<file path="src/rtl/avr_cpu_exec_pipe.sv">
`default_nettype none
// ============================================================================
// Module   : avr_cpu_exec_pipe
// Brief    : AVR execute stage with register file, ALU/SREG, wait-stated I/O
//            port and jump resolution. Define AVR_EXEC_BRANCH_EN to decode
//            BRBS/BRBC.
// Revision : 1.0
// ============================================================================
module avr_cpu_exec_pipe #(
    parameter int DATA_W     = 8,
    parameter int REG_COUNT  = 32,
    parameter int IO_ADDR_W  = 6,
    parameter int IO_TIMEOUT = 15
) (
    input  logic                 clk,
    input  logic                 rst,
    input  logic                 op_valid,
    input  logic [15:0]          opcode,
    output logic                 op_ready,
    output logic                 jmp_valid,
    output logic [11:0]          jmp_offset,
    output logic [IO_ADDR_W-1:0] io_addr,
    output logic [DATA_W-1:0]    io_wdata,
    input  logic [DATA_W-1:0]    io_rdata,
    output logic                 io_read,
    output logic                 io_write,
    input  logic                 io_ready,
    output logic                 io_err,
    output logic [7:0]           sreg
);

    localparam int c_RA_W  = $clog2(REG_COUNT);
    localparam int c_CNT_W = $clog2(IO_TIMEOUT + 1);
    localparam int c_MSB   = DATA_W - 1;

    localparam logic [0:0] c_ST_IDLE = 1'b0;
    localparam logic [0:0] c_ST_IO   = 1'b1;

    logic [0:0]             r_state;
    logic [DATA_W-1:0]      r_regs [REG_COUNT];
    logic [7:0]             r_sreg;
    logic                   r_jmp_valid;
    logic [11:0]            r_jmp_offset;
    logic [IO_ADDR_W-1:0]   r_io_addr;
    logic [DATA_W-1:0]      r_io_wdata;
    logic                   r_io_read;
    logic                   r_io_write;
    logic                   r_io_err;
    logic [c_CNT_W-1:0]     r_io_cnt;
    logic [c_RA_W-1:0]      r_io_dst;

    logic                   w_accept;
    logic [5:0]             w_op6;
    logic [3:0]             w_op4;
    logic [4:0]             w_op5;
    logic [4:0]             w_d5;
    logic [4:0]             w_r5;
    logic [4:0]             w_dh5;
    logic [7:0]             w_k8;
    logic [5:0]             w_a6;
    logic [c_RA_W-1:0]      w_d_idx;
    logic [c_RA_W-1:0]      w_r_idx;
    logic [c_RA_W-1:0]      w_dh_idx;
    logic [c_RA_W-1:0]      w_dst;
    logic                   w_is_imm;
    logic                   w_is_in;
    logic                   w_is_out;
    logic                   w_is_rjmp;
    logic                   w_br_taken;
    logic [11:0]            w_br_off;
    logic                   w_jump;
    logic [11:0]            w_jump_off;
    logic [DATA_W-1:0]      w_a;
    logic [DATA_W-1:0]      w_b;
    logic [DATA_W-1:0]      w_imm;
    logic [DATA_W:0]        w_sum;
    logic [DATA_W:0]        w_diff;
    logic [DATA_W-1:0]      w_res;
    logic                   w_wr;
    logic                   w_upd;
    logic                   w_c;
    logic                   w_v;
    logic                   w_n;
    logic                   w_z;
    logic [7:0]             w_new_sreg;

    assign w_accept = op_valid & op_ready;

    // Field extraction follows the standard AVR encodings
    assign w_op6    = opcode[15:10];
    assign w_op5    = opcode[15:11];
    assign w_op4    = opcode[15:12];
    assign w_d5     = opcode[8:4];
    assign w_r5     = {opcode[9], opcode[3:0]};
    assign w_dh5    = {1'b1, opcode[7:4]};
    assign w_k8     = {opcode[11:8], opcode[3:0]};
    assign w_a6     = {opcode[10:9], opcode[3:0]};
    assign w_d_idx  = w_d5[c_RA_W-1:0];
    assign w_r_idx  = w_r5[c_RA_W-1:0];
    assign w_dh_idx = w_dh5[c_RA_W-1:0];
    assign w_imm    = DATA_W'(w_k8);

    assign w_is_imm  = (w_op4 == 4'b1110) || (w_op4 == 4'b0101) ||
                       (w_op4 == 4'b0110) || (w_op4 == 4'b0111);
    assign w_is_in   = (w_op5 == 5'b10110);
    assign w_is_out  = (w_op5 == 5'b10111);
    assign w_is_rjmp = (w_op4 == 4'b1100);

    assign w_dst = w_is_imm ? w_dh_idx : w_d_idx;
    assign w_a   = r_regs[w_dst];
    assign w_b   = w_is_imm ? w_imm : r_regs[w_r_idx];

    assign w_sum  = {1'b0, w_a} + {1'b0, w_b};
    assign w_diff = {1'b0, w_a} - {1'b0, w_b};

`ifdef AVR_EXEC_BRANCH_EN
    // sreg already holds the flags of the preceding instruction
    assign w_br_taken = ((w_op6 == 6'b111100) &  r_sreg[opcode[2:0]]) |
                        ((w_op6 == 6'b111101) & ~r_sreg[opcode[2:0]]);
    assign w_br_off   = {{5{opcode[9]}}, opcode[9:3]};
`else
    assign w_br_taken = 1'b0;
    assign w_br_off   = 12'h000;
`endif

    assign w_jump     = w_is_rjmp | w_br_taken;
    assign w_jump_off = w_is_rjmp ? opcode[11:0] : w_br_off;

    always_comb begin
        w_res = '0;
        w_wr  = 1'b0;
        w_upd = 1'b0;
        w_c   = r_sreg[0];
        w_v   = 1'b0;
        if (w_op6 == 6'b000011) begin
            w_res = w_sum[DATA_W-1:0];
            w_wr  = 1'b1;
            w_upd = 1'b1;
            w_c   = w_sum[DATA_W];
            w_v   = (w_a[c_MSB] == w_b[c_MSB]) && (w_res[c_MSB] != w_a[c_MSB]);
        end else if ((w_op6 == 6'b000110) || (w_op4 == 4'b0101)) begin
            w_res = w_diff[DATA_W-1:0];
            w_wr  = 1'b1;
            w_upd = 1'b1;
            w_c   = w_diff[DATA_W];
            w_v   = (w_a[c_MSB] != w_b[c_MSB]) && (w_res[c_MSB] != w_a[c_MSB]);
        end else if ((w_op6 == 6'b001000) || (w_op4 == 4'b0111)) begin
            w_res = w_a & w_b;
            w_wr  = 1'b1;
            w_upd = 1'b1;
        end else if ((w_op6 == 6'b001010) || (w_op4 == 4'b0110)) begin
            w_res = w_a | w_b;
            w_wr  = 1'b1;
            w_upd = 1'b1;
        end else if (w_op6 == 6'b001001) begin
            w_res = w_a ^ w_b;
            w_wr  = 1'b1;
            w_upd = 1'b1;
        end else if ((w_op6 == 6'b001011) || (w_op4 == 4'b1110)) begin
            w_res = w_b;
            w_wr  = 1'b1;
        end
    end

    assign w_n        = w_res[c_MSB];
    assign w_z        = (w_res == '0);
    assign w_new_sreg = {3'b000, w_n ^ w_v, w_v, w_n, w_z, w_c};

    always_ff @(posedge clk or posedge rst) begin
        if (rst) begin
            r_state      <= c_ST_IDLE;
            r_sreg       <= 8'h00;
            r_jmp_valid  <= 1'b0;
            r_jmp_offset <= 12'h000;
            r_io_addr    <= '0;
            r_io_wdata   <= '0;
            r_io_read    <= 1'b0;
            r_io_write   <= 1'b0;
            r_io_err     <= 1'b0;
            r_io_cnt     <= '0;
            r_io_dst     <= '0;
            for (int i = 0; i < REG_COUNT; i++) begin
                r_regs[i] <= '0;
            end
        end else begin
            r_jmp_valid <= 1'b0;
            r_io_err    <= 1'b0;
            case (r_state)
                c_ST_IDLE: begin
                    if (w_accept) begin
                        if (w_wr) begin
                            r_regs[w_dst] <= w_res;
                        end
                        if (w_upd) begin
                            r_sreg <= w_new_sreg;
                        end
                        if (w_jump) begin
                            r_jmp_valid  <= 1'b1;
                            r_jmp_offset <= w_jump_off;
                        end
                        if (w_is_in || w_is_out) begin
                            r_state    <= c_ST_IO;
                            r_io_addr  <= IO_ADDR_W'(w_a6);
                            r_io_cnt   <= '0;
                            r_io_read  <= w_is_in;
                            r_io_write <= w_is_out;
                            r_io_dst   <= w_d_idx;
                            if (w_is_out) begin
                                r_io_wdata <= r_regs[w_d_idx];
                            end
                        end
                    end
                end
                c_ST_IO: begin
                    if (io_ready) begin
                        r_state    <= c_ST_IDLE;
                        r_io_read  <= 1'b0;
                        r_io_write <= 1'b0;
                        if (r_io_read) begin
                            r_regs[r_io_dst] <= io_rdata;
                        end
                    end else if (r_io_cnt == c_CNT_W'(IO_TIMEOUT - 1)) begin
                        // Last permitted strobe cycle expired: abort the access
                        r_state    <= c_ST_IDLE;
                        r_io_read  <= 1'b0;
                        r_io_write <= 1'b0;
                        r_io_err   <= 1'b1;
                    end else begin
                        r_io_cnt <= r_io_cnt + 1'b1;
                    end
                end
                default: r_state <= c_ST_IDLE;
            endcase
        end
    end

    assign op_ready   = (r_state == c_ST_IDLE);
    assign jmp_valid  = r_jmp_valid;
    assign jmp_offset = r_jmp_offset;
    assign io_addr    = r_io_addr;
    assign io_wdata   = r_io_wdata;
    assign io_read    = r_io_read;
    assign io_write   = r_io_write;
    assign io_err     = r_io_err;
    assign sreg       = r_sreg;

endmodule
`default_nettype wire

</file>
<file path="config.mk">
export PLATFORM = sky130hd
export DESIGN_NAME = avr_cpu_exec_pipe
export DESIGN_NICKNAME = d
export VERILOG_FILES = /design/src/rtl/avr_cpu_exec_pipe.sv
export SDC_FILE = /design/constraint.sdc
export NUM_CORES = 1
export LEC_CHECK = 0
export ABC_CLOCK_PERIOD_IN_PS = 34500
export CELL_PAD_IN_SITES_DETAIL_PLACEMENT = 1
export CELL_PAD_IN_SITES_GLOBAL_PLACEMENT = 1
export CORE_MARGIN = 3
export CORE_UTILIZATION = 45
export CTS_CLUSTER_SIZE = 8
export DETAILED_ROUTE_END_ITERATION = 16
export GPL_ROUTABILITY_DRIVEN = 0
export PLACE_DENSITY_LB_ADDON = 0.12
export SLEW_MARGIN = 10
export SYNTH_ARGS = -nofsm -noshare
export SYNTH_HDL_FRONTEND = slang
export SYNTH_SLANG_ARGS = --single-unit
</file>
<file path="constraint.sdc">
create_clock -name clk -period 34.5 [get_ports clk]
set_input_delay 10.35 -clock clk [delete_from_list [all_inputs] [get_ports clk]]
set_output_delay 10.35 -clock clk [all_outputs]
set_load 0.005 [all_outputs]
</file>
Word-level counts from Yosys, hierarchy flattened:

Index checks and enable logic that the tools add are counted.

* register bits: 301
* input bits: 28
* output and inout bits: 39
* logic and storage cells: 178

* add/sub/neg operators: 3
* magnitude comparators: 6
* equality and inequality tests: 26
* mux-type cells: 67
* bitwise operators: 10
* reductions and logical operators: 22

Operator list (number)
* $mux 256: 4
* $bwmux 256: 2
* $pmux 256 s2: 1
* $bmux 8 s5: 3
* $mux 8: 15
* $demux 8 s5: 2
* $mux 1: 31
* $eq 6x4->1 const B: 4
* $ge 6x6->1 const B: 4
* $not 5->6: 4
* $mux 4: 4
* $reduce_and 4->1: 4
* $eq 4x3->1 const B: 3
* $eq 4x4->1 const B: 3
* $lt 6x1->1 const B: 2
* $reduce_and 3->1: 4
* $eq 5x5->1 const B: 2
* $add 8x8->9: 1
* $sub 8x8->9: 1
* $and 8x8->8: 1
* $logic_not 8->1: 1
* $logic_or 1x1->1: 8
* $ne 2x1->1 const B: 4
* $or 8x8->8: 1
* 16 further kinds: 25

Longest topological paths before layout:

Gate-level depths: netlist of the first run.

* word-level depth: 19
* gate-level depth with buffers: 23
* depth with buffers taken out: 17

Least setup slack after synthesis of the first run:

OpenSTA, ideal clock, no wires.

* kind: input port to flip-flop
* from: input port opcode[4]
* to: register r_sreg[1] (netlist: sreg[1])
* library setup time: 104 ps
* arrival: 15391 ps
* required time: 34396 ps
* path slack: 19005 ps
* stages: 19
* path buffers: 6
* cells stage by stage: clkbuf_1 > buf_2 > buf_2 > buf_2 > buf_1 > mux4_2 > mux4_2 > mux2i_1 > inv_1 > ha_1 > a21oi_1 > nor4_1 > mux2_4 > o211a_4 > o32ai_2 > a2bb2o_4 > buf_6 > or4_4 > o41ai_2

* longest elaborated chain between the ends: 12
* elaborated cells between the ends (all ways): 16
* classes of those cells: 2 x add/sub; 9 x mux; 4 x bitwise; 1 x reduce/logical

RTL lines
* from (decl): line 18 `input logic [15:0] opcode,`
* $mux 5 (*): line 109 `assign w_dst = w_is_imm ? w_dh_idx : w_d_idx;`
* $not 5->6 (implied by the code) (*): line 110 `assign w_a = r_regs[w_dst];`
* $bmux 8 s5 (*): line 110
* $mux 8 (implied by the code) (*) (2 in a row): line 110
* branches (longest 5 deep; another with $sub 8x8->9)
* $mux 8 (*): line 135 `if (w_op6 == 6'b000011) begin`
* $logic_not 8->1 (*): line 166 `assign w_z = (w_res == '0);`
* to (signal assigned): line 195 `r_sreg <= w_new_sreg;`
* to (decl): line 41 `logic [7:0] r_sreg;`

Every way passes the cells marked *. The select of a mux whose other input is x is not followed.
A chain may end at the register's enable or synchronous reset.

Worst setup path in the final report of the first run:

* from: input port opcode[7]
* to: register r_regs[206] (netlist name)

* longest elaborated chain between the ends: 15
* elaborated cells between the ends (all ways): 24
* classes of those cells: 2 x add/sub; 2 x order compare; 15 x mux; 4 x bitwise; 1 x reduce/logical

RTL lines
* $mux 5 (*): line 109
* $not 5->6 (implied by the code) (*): line 110, 192
* branches (longest 9 deep; another with $sub 8x8->9)
* $bwmux 256 (*): line 192 `r_regs[w_dst] <= w_res;`
* $mux 256 (*): line 191 `if (w_wr) begin`
* $mux 256 (*): line 190 `if (w_accept) begin`
* $pmux 256 s2 (*): line 188 `case (r_state)`
* to (signal, indexed assignment): line 192
* to (signal, indexed assignment): line 220 `r_regs[r_io_dst] <= io_rdata;`
* to (decl): line 40 `logic [DATA_W-1:0] r_regs [REG_COUNT];`

Marks and branches as above.

==> results of run 1 <==
-- synth_stat cells, types with 36 or more instances --
cell type / instances
a32oi_1: 38
nand3_1: 55
dfrtp_1: 301
mux4_2: 101
inv_1: 36
clkbuf_1: 136
o21ai_0: 208
a22oi_1: 227
nand2_1: 259
nor2_1: 157
mux2i_1: 85
a21oi_1: 149
-- how the worst max path moves through the flow --
stage	start	endpoint	slack, ps	cells past startpoint
finish	opcode[7]	r_regs[206]	18600	15
global route	opcode[7]	r_regs[246]	18410	15
CTS	opcode[7]	r_regs[206]	18770	15
detailed placement	opcode[7]	r_regs[110]	18190	15
global placement	opcode[7]	r_regs[54]	18340	15
floorplan	rst	io_addr[0]	15830	1
-- layout by cell type (no fill, tap or decap), types with 6 or more instances in the layout --
| cell type | instances |
|---|---|
| nand3_1 | 55 |
| mux4_2 | 101 |
| buf_4 | 73 |
| nand4_1 | 10 |
| a21oi_1 | 149 |
| clkbuf_16 | 46 |
| nor2_1 | 157 |
| a211oi_1 | 6 |
| nand2b_1 | 13 |
| clkdlybuf4s50_1 | 56 |
| o22ai_1 | 10 |
| nand2_1 | 259 |
| or2_2 | 30 |
| a32oi_1 | 38 |
| mux2_2 | 33 |
| nor3_1 | 7 |
| dfrtp_1 | 300 |
| nor2b_1 | 28 |
| o21ai_1 | 9 |
| mux2i_1 | 84 |
| a22o_1 | 7 |
| o21ai_0 | 208 |
| a31oi_1 | 6 |
| a22oi_1 | 227 |
| ha_1 | 16 |
| inv_1 | 35 |
-- state kept, by name, indices dropped and copies added, names as in the netlist, 4 cells and up --
register and flops:
jmp_offset 12, r_io_cnt 4, sreg 5, r_io_dst 5
io_addr 6, io_wdata 8, r_regs 256
-- metal layers --
layer / GRT usage / part of all wire / vias up
li1: - / - / 7867
met1: 0.5007 / 0.41 / 9783
met2: 0.5360 / 0.44 / 1118
met3: 0.07992 / 0.10 / 230
met4: 0.1677 / 0.051 / 2
met5: 0 / 0.00015 / -
-- logic make-up (layout without fill, tap and decap cells) --
| kind of cell | count (synthesis) | in the layout |
|---|---|---|
| xor+xnor | 8 | 8 |
| other cells | 1 | 3 |
| simple gates | 608 | 608 |
| mux | 223 | 223 |
| fa+ha+maj | 18 | 18 |
| buf+inv | 245 | 221 |
| compound gates | 728 | 728 |
| flops | 301 | 301 |
-- critical path, stage by stage --
cell	delay, ps
clkdlybuf4s50_1	860
inv_1	920
mux4_2	660
mux2i_1	390
inv_1	100
ha_1	250
fa_1	460
nand2_1	110
a31oi_1	60
mux2i_1	240
a21oi_1	110
o22ai_1	310
mux2i_4	1050
nand3_1	190
a21oi_1	250
-- power groups by stage --
stage	Sequential, mW	Combinational, mW	Clock, mW
2_1_floorplan	0.405	0.135	0
6_report	0.416	0.220	0.407
4_1_cts	0.414	0.215	0.411
5_1_grt	0.418	0.233	0.426
3_5_place_dp	0.419	0.214	0
3_3_place_gp	0.418	0.208	0
-- area by class of cell --
type                    count  share of cell area
clock buffers              48             0.05220
repair buffers            133             0.05085
well taps                 585             0.03298
flip-flops and latches    301              0.3394
inverters                  37            0.006596
clock inverters             3            0.002481
multi-input cells        1588              0.5154
-- stage by stage --
step	hold WS, ps	area [µm²]	instances
floorplan	460.7	19980	2134
global placement	458.7	20980	2644
detailed placement	466.9	20980	2644
CTS	479.4	22190	2695
global route	511.0	22190	2695
finish	475.6	22190	2695
==> flow_summary.toml, run 1 <==
[status]
outcome = "complete, no violations"

[layout]
drive_above_1_share = 0.1512
diodes = 0
multi_input_area_um2 = 11440
final_util = 0.5107
seq_area_um2 = 7533
area_growth_pct = 11.10
n_fill_cell = 4887
final_nets = 2151

[grt]
grt_overflow = 0
grt_pass1_vias = 19440
track_usage = 0.3596
antenna_found_initial = 2
grt_max_degree = 93
grt_pass1_wl_mm = 128.1

[timing]
slew_violations = 0
finalClockSkew_ps = 19.10
max_slew_margin = 0.1485
fin_ws_ps = 18600
rsz0062_at_grt = "false"
fmax_mhz = 62.89
finalSetupTns_ps = 0
tightest_slew_ps = 1251
final.min_clock_period_ps = 15900
setup_viol = 0
min_period_over_period = 0.4609
timing_hold_violations_final = 0

[yosys]
synth-compound-area-share = 0.2359
ys.flop_type = "dfrtp_1"
synth-seq-cells = 301
yosys.area.top_type_share = 0.3771
synthAdderAreaFrac = 0.01203
synthTopCellsByArea = "dfrtp_1 (38%), mux4_2 (11%), a22oi_1 (8.5%)"
synth_xor_area_frac = 0.004196
ys_warn_count = 0
seq_area_frac_synth = 0.3771
synth_area_um2 = 19980
synth_top_family_by_area = "compound AO/OA/AOI/OAI gates"
syn_avg_cell_area_um2 = 9.370
yosysTopAreaCell = "dfrtp_1"
synth_edf_count = 0
ys_types = 89
syn_inst = 2132
synth.area.mux_share = 0.1798
synth_simple_gate_area_frac = 0.1369
synth-async-reset-ratio = 1.000

[power]
seq_power_share = 0.399
clockPowerShare = 0.390
leakage_nw = 8.718
total_power_mw = 1.043
switching_share = 0.3232
power_density_nw_per_um2 = 47.00
p_sw_mw = 0.3371
combPwrFrac = 0.211
p_int_mw = 0.7059
vdd_ir_drop_max_v = 0.00003459

[detailed_routing]
first_pass_iters = 6
vias = 19000
wire_per_inst_um = 31.61
drtIter0Drc = 2408
drt_wl_total_mm = 85.19
route.detailed.drc = 0
ant_nets = 0
avgViaCountPerCell = 7.050

[worst_hold_path]
min_to = "jmp_offset[1]"
holdPathStages = 2
min_path_type = "reg2reg"
hp-start = "jmp_offset[1]"

[clocking]
cts_made_buffers = 44
ctsLongestPathBuffers = 3
tritoncts = "yes"
clkSlewWorstSetupHoldPaths_ps = 50
post_cts_resized = 0
clk_latency_ps = 580
holdBufCountCts = 0
cts-root-buf = "clkbuf_16"
htreeDepth = 2
clock-sinks = 301
postCtsSetupBuffers = 0

[critical_path]
r2r-start = "r_regs[128]"
endpoint_kind = "register"
startpoint_type = "primary input"
r2r_end = "r_regs[206]"
crit_path_max_fanout = 33
reg2reg_slack_ps = 29290
required_ps = 34980
arrival_ps = 16380
worst-r2r-cell-count = 16
critical_path_class = "in2reg"

[die]
rows = 76
ios = 67
start_util = 0.4597
core_um2 = 43460
die_area_um2 = 46960
die_h_um = 216.7
chipWidth_um = 216.7

[job]
cap_violations = 0

[place]
dp_hpwl_mm = 56.57
io_buffer_count = 63
dp_slack_ps = 18190
Power figures use the tool's default switching activity.
==> inputs of run 2 (changes only) <==
- ABC_CLOCK_PERIOD_IN_PS: 34500 -> 15300
- clock period: 34.5 -> 15.3 ns (I/O delays scaled with it)
==> run 2 against run 1 <==
First-iteration DRC count is 7.1% lower. Clock skew is 6.4 ps higher. Register-to-register slack got worse by 19000 ps. Global-route usage is 0.39 points higher. Utilization about the same. Power is 120% higher. Cell count hardly changed. Clock power rose by 120%. Worst hold slack gained 0.56 ps. Critical path type unchanged. Largest cell class unchanged. Highest routed layer unchanged.
==> flow_summary.toml, run 2 (synthesis gave the netlist of run 1 again) <==
[grt]
grt_pass1_vias = 19530
grt_max_degree = 93
track_usage = 0.3635
antenna_found_initial = 4
grt_pass1_wl_mm = 128.6
grt_overflow = 0

[power]
leakage_nw = 8.711
total_power_mw = 2.342
power_density_nw_per_um2 = 105.6
vdd_ir_drop_max_v = 0.00006618

[clocking]
postCtsSetupBuffers = 0
cts_made_buffers = 44
htreeDepth = 2
clkSlewWorstSetupHoldPaths_ps = 50
clk_latency_ps = 590
post_cts_resized = 0
clock-sinks = 301
tritoncts = "yes"
cts-root-buf = "clkbuf_16"
ctsLongestPathBuffers = 3
holdBufCountCts = 0

[timing]
finalSetupTns_ps = 0
rsz0062_at_grt = "false"
final.min_clock_period_ps = 10130
finalClockSkew_ps = 25.52
fmax_mhz = 98.69
tightest_slew_ps = 1239
max_slew_margin = 0.1564
timing_hold_violations_final = 0
min_period_over_period = 0.6623
setup_viol = 0
slew_violations = 0

[job]
cap_violations = 0

[die]
die_h_um = 216.7
chipWidth_um = 216.7
rows = 76
ios = 67
start_util = 0.4597
die_area_um2 = 46960
core_um2 = 43460

[layout]
seq_area_um2 = 7533
final_cell_mix = "dfrtp_1 (300), nand2_1 (259), a22oi_1 (227)"
area_growth_pct = 11.04
multi_input_area_um2 = 11440
drive_above_1_share = 0.1516
top_register = "r_regs"
diodes = 0
final_common_cell = "dfrtp_1"
final_nets = 2151
n_fill_cell = 4895
largest_reg_flops = 256

[critical_path]
required_ps = 15790
cp_top_family = "multiplexers"
critical_path_class = "in2reg"
critPathBufInv = 3
worst-r2r-cell-count = 16
startpoint_type = "primary input"
arrival_ps = 10620
cp.depth = 15
crit_path_cell_trace = "clkdlybuf4s50_1 -> inv_1 -> mux4_2 -> mux2i_1 -> inv_1 -> ha_1 -> fa_1 -> nand2_1 -> a31oi_1 -> mux2i_1 -> a21oi_1 -> o22ai_1 -> mux2i_4 -> a32oi_1 -> o21ai_0"
endpoint_kind = "register"
cp_slowest_cell = "mux2i_4"
crit_path_max_fanout = 33
max_stage_delay_ps = 1050

[detailed_routing]
drtIter0Drc = 2237
first_pass_iters = 6
drt_wl_total_mm = 85.72
avgViaCountPerCell = 7.047
vias = 19000
wire_per_inst_um = 31.79
ant_nets = 0
route.detailed.drc = 0

[worst_hold_path]
holdPathStages = 2
min_path_type = "reg2reg"

[place]
io_buffer_count = 63
dp_hpwl_mm = 56.66

[status]
outcome = "complete, no violations"
==> run 2: changes by cell type in the layout (fill, tap and decap cells not counted) <==
cell / delta
bufinv_16: -1
clkinv_4: -1
clkinv_2: +1
clkinvlp_4: +1
clkbuf_8: +1
==> run 2: stage by stage <==
step                      instance area (µm²)  hold WS [ps]    util  setup slack (ps)  cells
after global placement                  20980         458.7  0.4828              4903   2644
final                                   22180         476.1  0.5104              5167   2696
after detailed placement                20980         466.3  0.4828              4750   2644
after floorplan                         19980         460.7       -              2392   2134
after CTS                               22180         478.0  0.5104              5316   2696
after global routing                    22180         511.7  0.5104              4951   2696
==> run 2: worst paths after layout <==
check | slack, ps | to | start
min | 480 | jmp_offset[1] | jmp_offset[1]
max reg2reg | 10060 | r_regs[110] | r_regs[128]
min reg2reg | 480 | jmp_offset[1] | jmp_offset[1]
max | 5170 | r_regs[110] | opcode[7]
max in group asynchronous | 9230 | r_regs[105] | rst
min in group asynchronous | 4540 | r_regs[173] | rst
==> run 2: report_power, final <==
part	switching (mW)	leakage, nW	internal, mW	total (mW)
combinational	0.312	4.06	0.183	0.495
sequential	0.0754	4.06	0.864	0.940
clock	0.375	0.587	0.533	0.908
==> run 2: per-layer routing <==
layer  global-route usage  up-vias  part of all wire
li1                     -     7866                 -
met1               0.4942     9781              0.40
met2               0.5406     1100              0.44
met3               0.1040      249              0.11
met4               0.1650        4             0.053
met5                    0        -           0.00030
==> run 2: cell type report <==
cell class              instances  share of cell area
clock buffers                  49             0.05285
clock inverters                 3            0.001297
well taps                     585             0.03300
flip-flops and latches        301              0.3396
inverters                      37            0.006600
repair buffers                133             0.05088
multi-input cells            1588              0.5157
==> run 2: worst reg2reg max path, cell delays in order, from the launching register on <==
cell	delay, ps
dfrtp_1	390
mux4_2	570
mux4_2	500
nand2_1	180
a21oi_1	130
a21oi_2	210
inv_1	90
ha_1	260
fa_1	480
nand2_1	110
a31oi_1	50
mux2i_1	250
a21oi_1	100
o22ai_1	320
mux2i_4	1050
a32oi_1	220
o21ai_0	220
